$ cat src/rtl/serial_adder_pkg.sv
// Shared types and helpers for the bit-serial adder.
package serial_adder_pkg;

    typedef enum logic [1:0] {
        IDLE  = 2'd0,
        SHIFT = 2'd1,
        DONE  = 2'd2
    } state_t;

    localparam int DEFAULT_WIDTH = 8;

    // Bit counter width: counts 0..width-1
    function automatic int cnt_w(input int width);
        return (width < 2) ? 1 : $clog2(width);
    endfunction

endpackage

$ cat src/rtl/full_adder_1_bit.sv
// One-bit full adder cell, the only arithmetic in the serial adder.
module full_adder_1_bit (
    input  logic A,
    input  logic B,
    input  logic CIN,
    output logic S,
    output logic COUT
);

    logic p;

    assign p    = A ^ B;
    assign S    = p ^ CIN;
    assign COUT = (A & B) | (CIN & p);

endmodule

$ cat src/rtl/serial_adder_8_bits.sv
// Bit-serial adder: S = A + B + CIN computed LSB first, one bit per clock,
// with a start/busy/done handshake.
// Optional feature: define SERIAL_ADDER_OVF_EN to add the OVF output
// (signed two's-complement overflow of the completed result).
module serial_adder_8_bits
    import serial_adder_pkg::*;
#(
    parameter int WIDTH = DEFAULT_WIDTH
) (
    input  logic             clk,
    input  logic             rst,
    input  logic             start,
    input  logic             CIN,
    input  logic [WIDTH-1:0] A,
    input  logic [WIDTH-1:0] B,
    output logic [WIDTH-1:0] S,
    output logic             COUT,
    output logic             busy,
    output logic             done
`ifdef SERIAL_ADDER_OVF_EN
    ,
    output logic             OVF
`endif
);

    localparam int CW = cnt_w(WIDTH);

    state_t           state;
    logic [WIDTH-1:0] a_reg;
    logic [WIDTH-1:0] b_reg;
    logic [WIDTH-1:0] sum_reg;
    logic [CW-1:0]    cnt;
    logic             carry;
    logic             fa_s;
    logic             fa_cout;
    logic [WIDTH-1:0] sum_nxt;

    full_adder_1_bit u_fa (
        .A    (a_reg[0]),
        .B    (b_reg[0]),
        .CIN  (carry),
        .S    (fa_s),
        .COUT (fa_cout)
    );

    // New sum bit enters at the MSB; after WIDTH shifts bit 0 lands at the LSB
    assign sum_nxt = {fa_s, {(WIDTH-1){1'b0}}} | (sum_reg >> 1);

    // Control FSM, operand/sum shift registers and registered outputs
    always_ff @(posedge clk) begin
        if (rst) begin
            state   <= IDLE;
            a_reg   <= '0;
            b_reg   <= '0;
            sum_reg <= '0;
            cnt     <= '0;
            carry   <= 1'b0;
            S       <= '0;
            COUT    <= 1'b0;
            busy    <= 1'b0;
            done    <= 1'b0;
`ifdef SERIAL_ADDER_OVF_EN
            OVF     <= 1'b0;
`endif
        end else begin
            done <= 1'b0;
            case (state)
                IDLE: begin
                    if (start) begin
                        a_reg   <= A;
                        b_reg   <= B;
                        carry   <= CIN;
                        sum_reg <= '0;
                        cnt     <= '0;
                        busy    <= 1'b1;
                        state   <= SHIFT;
                    end
                end
                SHIFT: begin
                    sum_reg <= sum_nxt;
                    a_reg   <= a_reg >> 1;
                    b_reg   <= b_reg >> 1;
                    carry   <= fa_cout;
                    cnt     <= cnt + CW'(1);
                    if (cnt == CW'(WIDTH-1)) begin
                        S     <= sum_nxt;
                        COUT  <= fa_cout;
`ifdef SERIAL_ADDER_OVF_EN
                        // carry register holds the carry into the MSB here
                        OVF   <= carry ^ fa_cout;
`endif
                        done  <= 1'b1;
                        state <= DONE;
                    end
                end
                DONE: begin
                    busy  <= 1'b0;
                    state <= IDLE;
                end
                default: begin
                    busy  <= 1'b0;
                    state <= IDLE;
                end
            endcase
        end
    end

endmodule

$ cat config.mk
export PLATFORM = sky130hd
export DESIGN_NAME = serial_adder_8_bits
export DESIGN_NICKNAME = d
export VERILOG_FILES = /design/src/rtl/serial_adder_pkg.sv /design/src/rtl/full_adder_1_bit.sv /design/src/rtl/serial_adder_8_bits.sv
export SDC_FILE = /design/constraint.sdc
export NUM_CORES = 1
export LEC_CHECK = 0
export BUFFER_PORTS_ARGS = -buffer_cell sky130_fd_sc_hd__buf_2
export CORE_MARGIN = 3
export CORE_UTILIZATION = 51
export CTS_BUF_LIST = sky130_fd_sc_hd__clkbuf_4
export DETAILED_ROUTE_END_ITERATION = 8
export PLACE_DENSITY = 0.77
export SLEW_MARGIN = 20
export SYNTH_ARGS = -nofsm -noshare
export SYNTH_HDL_FRONTEND = slang
export SYNTH_HIERARCHICAL = 1
export SYNTH_SLANG_ARGS = --single-unit
$ cat constraint.sdc
create_clock -name clk -period 1.4 [get_ports clk]
set_clock_uncertainty 0.15 [all_clocks]
set_input_delay 0.07 -clock clk [delete_from_list [all_inputs] [get_ports clk]]
set_output_delay 0.07 -clock clk [all_outputs]
set_load 0.01 [all_outputs]
* After elaboration in Yosys (flattened, before gate mapping)
Index checks and enable logic that the tools add are counted.
** Operators by class
- $add $sub $neg :: 1
- Multipliers :: 0
- Divide/modulo/power cells :: 0
- Magnitude comparators :: 0
- Equal/unequal tests :: 4
- Shifts and indexed selects :: 0
- Multiplexer cells :: 16
- Bitwise gates (word level) :: 7
- Reductions and logical operators :: 7
** Operators by type and width (number)
- $pmux 8 s2 :: 3
- $mux 8 :: 3
- $or 8x7->8 :: 1
- $reduce_and 2->1 :: 4
- $pmux 3 s2 :: 1
- $mux 2 :: 2
- $ne 2x2->1 const B :: 2
- $pmux 1 s2 :: 2
- $pmux 2 s2 :: 1
- $add 3x1->3 const B :: 1
- $eq 3x3->1 const B :: 1
- $mux 1 :: 3
- $mux 3 :: 1
- $and 1x1->1 :: 2
- $eq 2x1->1 const B :: 1
- $logic_not 2->1 :: 1
- $reduce_bool 2->1 :: 1
- $reduce_or 2->1 :: 1
- $xor 1x1->1 :: 2
- $not 1->1 :: 1
- $or 1x1->1 :: 1
** Word-level totals
- Register bits :: 41
- Bits in latches :: 0
- Bits in writable memories :: 0
- Bits in read-only memories :: 0
- Input port bits :: 20
- Word-level logic and storage cells :: 45
- Memories :: 0

* Depth between registers and ports, before layout
Gate-level depths: netlist (run 1).
- Depth after elaboration :: 4
- Mapped depth :: 6

* By module
Netlist (run 1), hierarchy kept.
** By module, submodules not included
- serial_adder_8_bits :: instances 1, cells an instance 183, area each 1629.1 um2, sequential area each 800.8 um2
- full_adder_1_bit :: instances 1, cells an instance 1, area each 20.0 um2, sequential area each 0.0 um2

* Least setup slack after synthesis (run 1)
No wires, ideal clock.
- Path kind :: register to register
- From :: reg cnt[0]
- To :: reg S[0]
- Arrival time :: 1.104 ns
- Data required time :: 1.118 ns
- Path slack :: 0.014 ns
- Stages on the path, launching flop included :: 7
- Period minus slack after synthesis :: 1.386 ns
- Cells stage by stage :: dfxtp_1 -> ha_1 -> ha_1 -> and3b_1 -> buf_2 -> nand2_1 -> a21oi_1
** Between the ends
- Longest elaborated chain between the ends :: 2
** Ends and longest elaborated chain
- from (decl) :: RTL line serial_adder_8_bits.sv:32 : logic [CW-1:0] cnt;
- from (signal assigned) :: RTL line serial_adder_8_bits.sv:84 : cnt <= cnt + CW'(1);
- $eq 3x3->1 :: RTL line serial_adder_8_bits.sv:85 : if (cnt == CW'(WIDTH-1)) begin
- $reduce_and 2->1 (no line)
- to (signal assigned) :: RTL line serial_adder_8_bits.sv:86 : S <= sum_nxt;
- to (decl) :: RTL line serial_adder_8_bits.sv:16 : output logic [WIDTH-1:0] S,
No other way between the ends.
A chain may end at the register's enable or synchronous reset.

* Final worst setup path (run 1)
- From :: reg cnt[1]
- To :: reg COUT
** Between the ends
- Longest elaborated chain between the ends :: 2
** Ends and longest elaborated chain
- $eq 3x3->1 :: RTL line serial_adder_8_bits.sv:85
- $reduce_and 2->1 (no line)
- to (signal assigned) :: RTL line serial_adder_8_bits.sv:87 : COUT <= fa_cout;
- to (decl) :: RTL line serial_adder_8_bits.sv:17 : output logic COUT,
No other way between the ends.

==> metrics.cfg, run 1 <==
[pwr]
power.clock.fraction_pct = 27.7
switching_share_pct = 25.9
post-layout-total-power_mw = 2.17
internal_power_mw = 1.60
leakagePower_nw = 0.897
comb_power_share_pct = 14.9
power.density_nw_per_um2 = 949
ir_drop_uv = 600
switching_power_mw = 0.561
sequential_power_share_pct = 57.5

[critical_path]
timing.rr.start = cnt[1]$_SDFFE_PP0P_
worstPathMaxFanout = 5
crit_path_end_kind = flip-flop
critical_path.startpoint_type = flip-flop
crit_path_cell_trace = ha_4 -> ha_4 -> nand3b_1 -> clkbuf_16 -> nand2_2 -> a21oi_2
crit_arrival_ps = 1620
crit_path_frequent_cell = sky130_fd_sc_hd__ha_4
worstSetupStartpoint = cnt[1]$_SDFFE_PP0P_
cp.required_ps = 1550
worst-r2r-setup-slack_ps = -70
timing.setup.critical_path_class = reg2reg
critical_path.slowest_cell = sky130_fd_sc_hd__dfxtp_2
critPathMaxStageDelay_ps = 350
r2r-end = COUT$_SDFFE_PP0P_
timing.reg2reg.worst_path_depth = 6

[detailed_routing]
route.detailed.drc = 0
detailedRoute.firstIterationViolations = 143
vias_per_cell = 5.53
detail-route-antenna-nets = 0
num_vias = 1560
drt_pass1_iterations = 5
postRouteWirelength_microns = 4200
detail_route.wl_per_cell_microns = 14.9

[hold_path]
hold_class = in2reg
worst_hold_path.endpoint = state[0]$_SDFFE_PP0P_
hp-start = rst
worstHoldPathCells = 5

[timing]
finalCritPeriodShare_pct = 105
slew_headroom_pct = 60.9
worst_slew_pin_slew_ps = 586
hold_violations = 0
fin_tns_setup_ps = -266
finalWorstSetupSlack_ps = -70.4
max_transition_viols_final = 0
achievable-frequency_mhz = 680
finalSetupViolations = 12
rsz0062_at_grt = yes
min_period_ps = 1470

[logic_synthesis]
synth_top_area_share_pct = 48.6
synthTopCellsByArea = sky130_fd_sc_hd__dfxtp_1 49%, sky130_fd_sc_hd__a222oi_1 9.1%, sky130_fd_sc_hd__nor2_1 7.1%
synth_area_per_cell_sq_um = 8.96
cell_type_contributing_the_most_total_cell_area_after_synthesis = sky130_fd_sc_hd__dfxtp_1
synth.distinct_cells = 21
yosysWarnings = 6
synthesis.instances = 184
synthesis.area_sq_um = 1650
synth-seq-cells = 40
synth-seq-area-share_pct = 48.6
synth_fp_nets = 207

[floorplanning]
io_pins = 31
core.rowCount = 20
start_util_pct = 53.6
chipWidth_microns = 62.9
fp.coreArea_sq_um = 3080
die_area_sq_um = 3950
floorplan.die.height_microns = 62.9

[global_routing]
grt_pass1_vias = 1500
grt_first_pass_wirelength_microns = 6590
grt_start_max_net_pins = 40
grt_antenna_before_repair = 0
grt_usage_pct = 21.0
grt_overflow = 0

[clocking]
cts-buffers-inserted = 5
clock_insertion_delay_worst_skew_ps = 350
cts.sinks = 40
cts_max_path_buffers = 2
root_buffer = sky130_fd_sc_hd__clkbuf_4
ctsHtreeMaxLevel = 2
clk_pin_slew_worst_paths_ps = 120
cts_tree = yes

[final_layout]
num_antenna_cells = 0
nFillCells = 242
area_growth_pct = 38.4
post_route_cells_drive_above_1_share_pct = 33.6
final_net_count = 260

[outcome]
failed_checks = negative setup slack
outcome = complete, but fails checks

[run]
maxCapViolations = 0

[place]
gp_congestion = 0.735
place.port_buffers = 30
post-dp-hpwl_microns = 2370

what timing repair did:
action	in CTS	in global routing
pin swaps	1	19
setup endpoints to repair	34	29
buffers inserted	0	1
endpoints found under the hold margin	17	0
gates resized for setup	6	29
hold buffers	17	0
gates cloned	1	1
area by class of cell:
type	count	area [sq um]	share of cell area, %
clock buffers	7	52.6	2.30
clock inverters	1	3.75	0.164
multi-input cells	128	890	39.0
repair buffers	61	472	20.7
inverters	1	3.75	0.164
well taps	44	55.1	2.41
flip-flops and latches	40	806	35.3
metal layers:
layer	global-route usage (%)	part of all wire [%]
met5	0	0
met4	9.92	2.0
met3	6.47	5.0
met2	34.8	50
met1	24.6	43
synth_stat cells:
library cell               number
sky130_fd_sc_hd__a21oi_1       11
sky130_fd_sc_hd__a222oi_1      15
sky130_fd_sc_hd__a22oi_1       11
sky130_fd_sc_hd__and3b_1        1
sky130_fd_sc_hd__buf_2          9
sky130_fd_sc_hd__buf_4          2
sky130_fd_sc_hd__clkbuf_1       5
sky130_fd_sc_hd__dfxtp_1       40
sky130_fd_sc_hd__fa_1           1
sky130_fd_sc_hd__ha_1           2
sky130_fd_sc_hd__inv_1          1
sky130_fd_sc_hd__mux2i_1        1
sky130_fd_sc_hd__nand2_1       18
sky130_fd_sc_hd__nand2b_1      15
sky130_fd_sc_hd__nand3b_1       1
sky130_fd_sc_hd__nor2_1        31
sky130_fd_sc_hd__nor2b_1       16
sky130_fd_sc_hd__nor3_1         1
sky130_fd_sc_hd__nor3b_1        1
sky130_fd_sc_hd__o21ai_2        1
sky130_fd_sc_hd__o21bai_1       1
critical path, delay by kind of cell (launching register included):
| kind | cells | cell delay [ps] |
|---|---|---|
| compound gates | 1 | 120 |
| fa+ha+maj | 2 | 330 |
| buf+inv | 1 | 200 |
| flops | 1 | 350 |
| simple gates | 2 | 250 |
cells in the final DEF, fill, tap and decap left out, types with 2 or more instances in the layout:
cell / count
sky130_fd_sc_hd__dfxtp_1: 36
sky130_fd_sc_hd__nor2_1: 30
sky130_fd_sc_hd__buf_2: 30
sky130_fd_sc_hd__dlygate4sd3_1: 17
sky130_fd_sc_hd__nand2b_1: 15
sky130_fd_sc_hd__nor2b_1: 15
sky130_fd_sc_hd__a222oi_1: 15
sky130_fd_sc_hd__nand2_1: 11
sky130_fd_sc_hd__buf_4: 10
sky130_fd_sc_hd__a22oi_1: 8
sky130_fd_sc_hd__a21oi_2: 8
sky130_fd_sc_hd__clkbuf_4: 7
sky130_fd_sc_hd__nand2_2: 4
sky130_fd_sc_hd__dfxtp_2: 4
sky130_fd_sc_hd__nand2_4: 3
sky130_fd_sc_hd__a21oi_1: 3
sky130_fd_sc_hd__a22oi_2: 3
sky130_fd_sc_hd__and3b_2: 2
sky130_fd_sc_hd__ha_4: 2
sky130_fd_sc_hd__buf_12: 2
stage by stage:
stage	hold WS [ps]	util [%]	instance area [sq um]	std cells	setup WS [ps]
global route	32.6	74.1	2280	282	-99.0
detailed placement	171	61.4	1890	254	-154
global placement	158	61.4	1890	254	-115
CTS	7.30	69.4	2140	280	-1.21
floorplan	68.3	-	1650	184	14.2
finish	24.4	74.1	2280	282	-70.4
cell families (layout without fill, tap and decap cells):
logic type	Yosys count	count (layout)	synth area share (%)
DFF	40	40	48.6
and+or+nand+nor	84	85	24.7
buffers and inverters	17	70	5.01
adders and majority gates	3	3	2.73
muxes	1	1	0.607
AOI/OAI and AO/OA	39	39	18.4
worst max-delay path by stage:
stage / slack, ps / depth (start not counted) / to
after floorplan: 10 / 6 / S[0]$_SDFFE_PP0P_
after global placement: -120 / 2 / a_reg[0]$_SDFFE_PP0P_
after detailed placement: -150 / 2 / b_reg[1]$_SDFFE_PP0P_
after CTS: -1 / 6 / S[3]$_SDFFE_PP0P_
after global routing: -100 / 6 / COUT$_SDFFE_PP0P_
final: -70 / 6 / COUT$_SDFFE_PP0P_
power groups by stage:
stage / sequential [mW] / combinational [mW] / clock (mW)
floorplan: 1.26 / 0.176 / 0
global placement: 1.26 / 0.250 / 0
detailed placement: 1.27 / 0.263 / 0
CTS: 1.24 / 0.305 / 0.612
global route: 1.25 / 0.352 / 0.666
finish: 1.24 / 0.322 / 0.600
Note: power is estimated with default switching activity, not from simulation.
==> run 2, diff against run 1 <==
==> constraint.sdc (replaced) <==
create_clock -name clk -period 1.2 [get_ports clk]
set_clock_uncertainty 0.15 [all_clocks]
set_input_delay 0.06 -clock clk [delete_from_list [all_inputs] [get_ports clk]]
set_output_delay 0.06 -clock clk [all_outputs]
set_load 0.01 [all_outputs]
==> run 2 against run 1 <==
  * Critical path type unchanged
  * The run still ends with negative setup slack left
  * Critical endpoint is now carry$_SDFFE_PP0P_
  * Core utilization is 8.5 points higher
  * Worst hold slack worse by 1.6 ps
  * Largest power group unchanged
  * Maximum frequency is 3.8% higher
  * Highest routed layer unchanged
  * Non-clock buffer count is 15 higher
==> metrics.cfg, run 2 (synthesized netlist as in run 1, its figures left out) <==
[clocking]
cts_max_path_buffers = 2  ; unchanged
clock_insertion_delay_worst_skew_ps = 350  ; about the same
root_buffer = sky130_fd_sc_hd__clkbuf_4
clk_pin_slew_worst_paths_ps = 120  ; about the same
cts_tree = yes
cts.sinks = 40  ; unchanged
cts-buffers-inserted = 5  ; unchanged
ctsHtreeMaxLevel = 2  ; unchanged

[pwr]
switching_power_mw = 0.731  ; +30%
power.clock.fraction_pct = 26.0  ; -1.7 points
power.density_nw_per_um2 = 1050  ; +10%
internal_power_mw = 1.93  ; +20%
comb_power_share_pct = 19.1  ; +4.2 points
sequential_power_share_pct = 54.9  ; -2.6 points
leakagePower_nw = 0.997  ; +11%
switching_share_pct = 27.4  ; +1.5 points
ir_drop_uv = 743  ; +24%

[detailed_routing]
detail_route.wl_per_cell_microns = 16.7  ; +12%
postRouteWirelength_microns = 4990  ; +19%
vias_per_cell = 5.66  ; +2.4%
num_vias = 1693  ; +8.5%
route.detailed.drc = 0  ; unchanged
drt_pass1_iterations = 8  ; +3
detail-route-antenna-nets = 0  ; unchanged
detailedRoute.firstIterationViolations = 183  ; +28%

[final_layout]
area_growth_pct = 54.2
final_net_count = 277  ; +6.5%
nFillCells = 173  ; -29%
top_library_cells_by_usage_in_the_layout_fill_and_taps_aside = 33 x sky130_fd_sc_hd__dfxtp_1, 30 x sky130_fd_sc_hd__buf_2, 22 x sky130_fd_sc_hd__nor2_1
num_antenna_cells = 0  ; unchanged
post_route_cells_drive_above_1_share_pct = 40.8  ; +7.2 points
most_common_cell_after_layout_fill_and_taps_aside = sky130_fd_sc_hd__dfxtp_1
final-instance-count-excl-fill = 299  ; +6.0%

[global_routing]
grt_pass1_vias = 1584  ; +5.6%
grt_start_max_net_pins = 22  ; -45%
grt_usage_pct = 25.7  ; +4.6 points
grt_first_pass_wirelength_microns = 7830  ; +19%
grt_antenna_before_repair = 0  ; unchanged
grt_overflow = 0  ; unchanged

[timing]
min_period_ps = 1420  ; -54.5 ps
final.hold.worst_slack_ps = 22.8  ; -1.59 ps
slew_headroom_pct = 75.8  ; +15 points
finalCritPeriodShare_pct = 118  ; +13 points
rsz0062_at_grt = yes
finalWorstSetupSlack_ps = -216  ; -146 ps
max_transition_viols_final = 0  ; unchanged
worst_slew_pin_slew_ps = 363  ; -223 ps
hold_violations = 0  ; unchanged
finalSetupViolations = 39  ; +27
achievable-frequency_mhz = 706  ; +3.8%

[floorplanning]
core.rowCount = 20  ; unchanged
io_pins = 31  ; unchanged
floorplan.die.height_microns = 62.9  ; unchanged
start_util_pct = 53.6  ; unchanged
chipWidth_microns = 62.9  ; unchanged
die_area_sq_um = 3950  ; unchanged
fp.coreArea_sq_um = 3080  ; unchanged

[place]
gp_congestion = 0.789  ; +7.4%
post-dp-hpwl_microns = 2300  ; -2.9%
count_of_placed_standard_cells_including_taps = 256  ; +0.79%
place.port_buffers = 30  ; unchanged

[critical_path]
crit_arrival_ps = 1480  ; -140 ps
crit_path_end_kind = flip-flop
cp.required_ps = 1260  ; -290 ps
timing.setup.critical_path_class = reg2reg
critical_path.startpoint_type = flip-flop
worstPathMaxFanout = 7  ; +2

[hold_path]
hold_class = in2reg

[outcome]
outcome = complete, but fails checks
failed_checks = negative setup slack

[run]
maxCapViolations = 0  ; unchanged

==> run 2: cell types whose count changed in the layout (fill, tap and decap cells not counted), sizes merged <==
cell         delta
buf            +13
clkbuf          -1
clkinvlp        +1
nor2b           +1
o21ai           +1
dlygate4sd3     +2
==> run 2: final cells by class <==
class	count	area, sq um	share of cell area (%)
well taps	44	55.1	2.16
clock inverters	2	11.3	0.443
flip-flops and latches	40	817	32.1
multi-input cells	130	972	38.2
inverters	1	3.75	0.148
clock buffers	6	45.0	1.77
repair buffers	76	639	25.1
==> run 2: worst max-delay path, cell delays in order, from the launching register on <==
cell	delay (ps)
sky130_fd_sc_hd__dfxtp_4	430
sky130_fd_sc_hd__buf_8	130
sky130_fd_sc_hd__buf_8	130
sky130_fd_sc_hd__nor2_2	40
sky130_fd_sc_hd__a222oi_1	390
==> run 2: per-stage QoR <==
stage / TNS (ps) / area, sq um / power (mW) / worst slack [ps] / util [%]
finish: -4280 / 2540 / 2.66 / -216 / 82.6
global route: -6170 / 2540 / 2.79 / -266 / 82.6
CTS: -2500 / 2440 / 2.58 / -173 / 79.1
detailed placement: -5730 / 1930 / 1.78 / -248 / 62.6
global placement: -4140 / 1930 / 1.77 / -200 / 62.6
floorplan: -891 / 1700 / 1.68 / -94.8 / -
==> run 2: power groups by stage <==
stage | clock [mW] | sequential (mW) | combinational (mW)
2_1_floorplan | 0 | 1.47 | 0.211
3_3_place_gp | 0 | 1.48 | 0.292
3_5_place_dp | 0 | 1.48 | 0.302
4_1_cts | 0.686 | 1.45 | 0.444
5_1_grt | 0.771 | 1.47 | 0.546
6_report | 0.693 | 1.46 | 0.510
==> run 2: timing repair <==
item                                    in CTS  in global routing
setup buffers                                9                  4
hold endpoints to repair                    17                  0
endpoints found under the setup margin      39                 40
resized for setup                           43                 18
hold buffers                                19                  0
pin swaps                                   31                 18
cloned                                       4                  1
==> run 2: final timing paths <==
| kind | start | endpoint | slack (ps) | depth (start not counted) |
|---|---|---|---|---|
| worst max-delay path | state[1]$_SDFFE_PP0P_ | carry$_SDFFE_PP0P_ | -220 | 4 |
| worst min-delay path | rst | a_reg[3]$_SDFFE_PP0P_ | 20 | 4 |
| worst max register to register | state[1]$_SDFFE_PP0P_ | carry$_SDFFE_PP0P_ | -220 | 4 |
| worst min register to register | S[0]$_SDFFE_PP0P_ | S[0]$_SDFFE_PP0P_ | 310 | 2 |
==> run 2: metal layers <==
metal  track usage (%)  up-vias  wire, microns
met4              9.64        0             95
met3              7.91       10            370
li1                  -      792              -
met2              44.5       93           2600
met1              29.2      798           1920
met5                 0        -              0
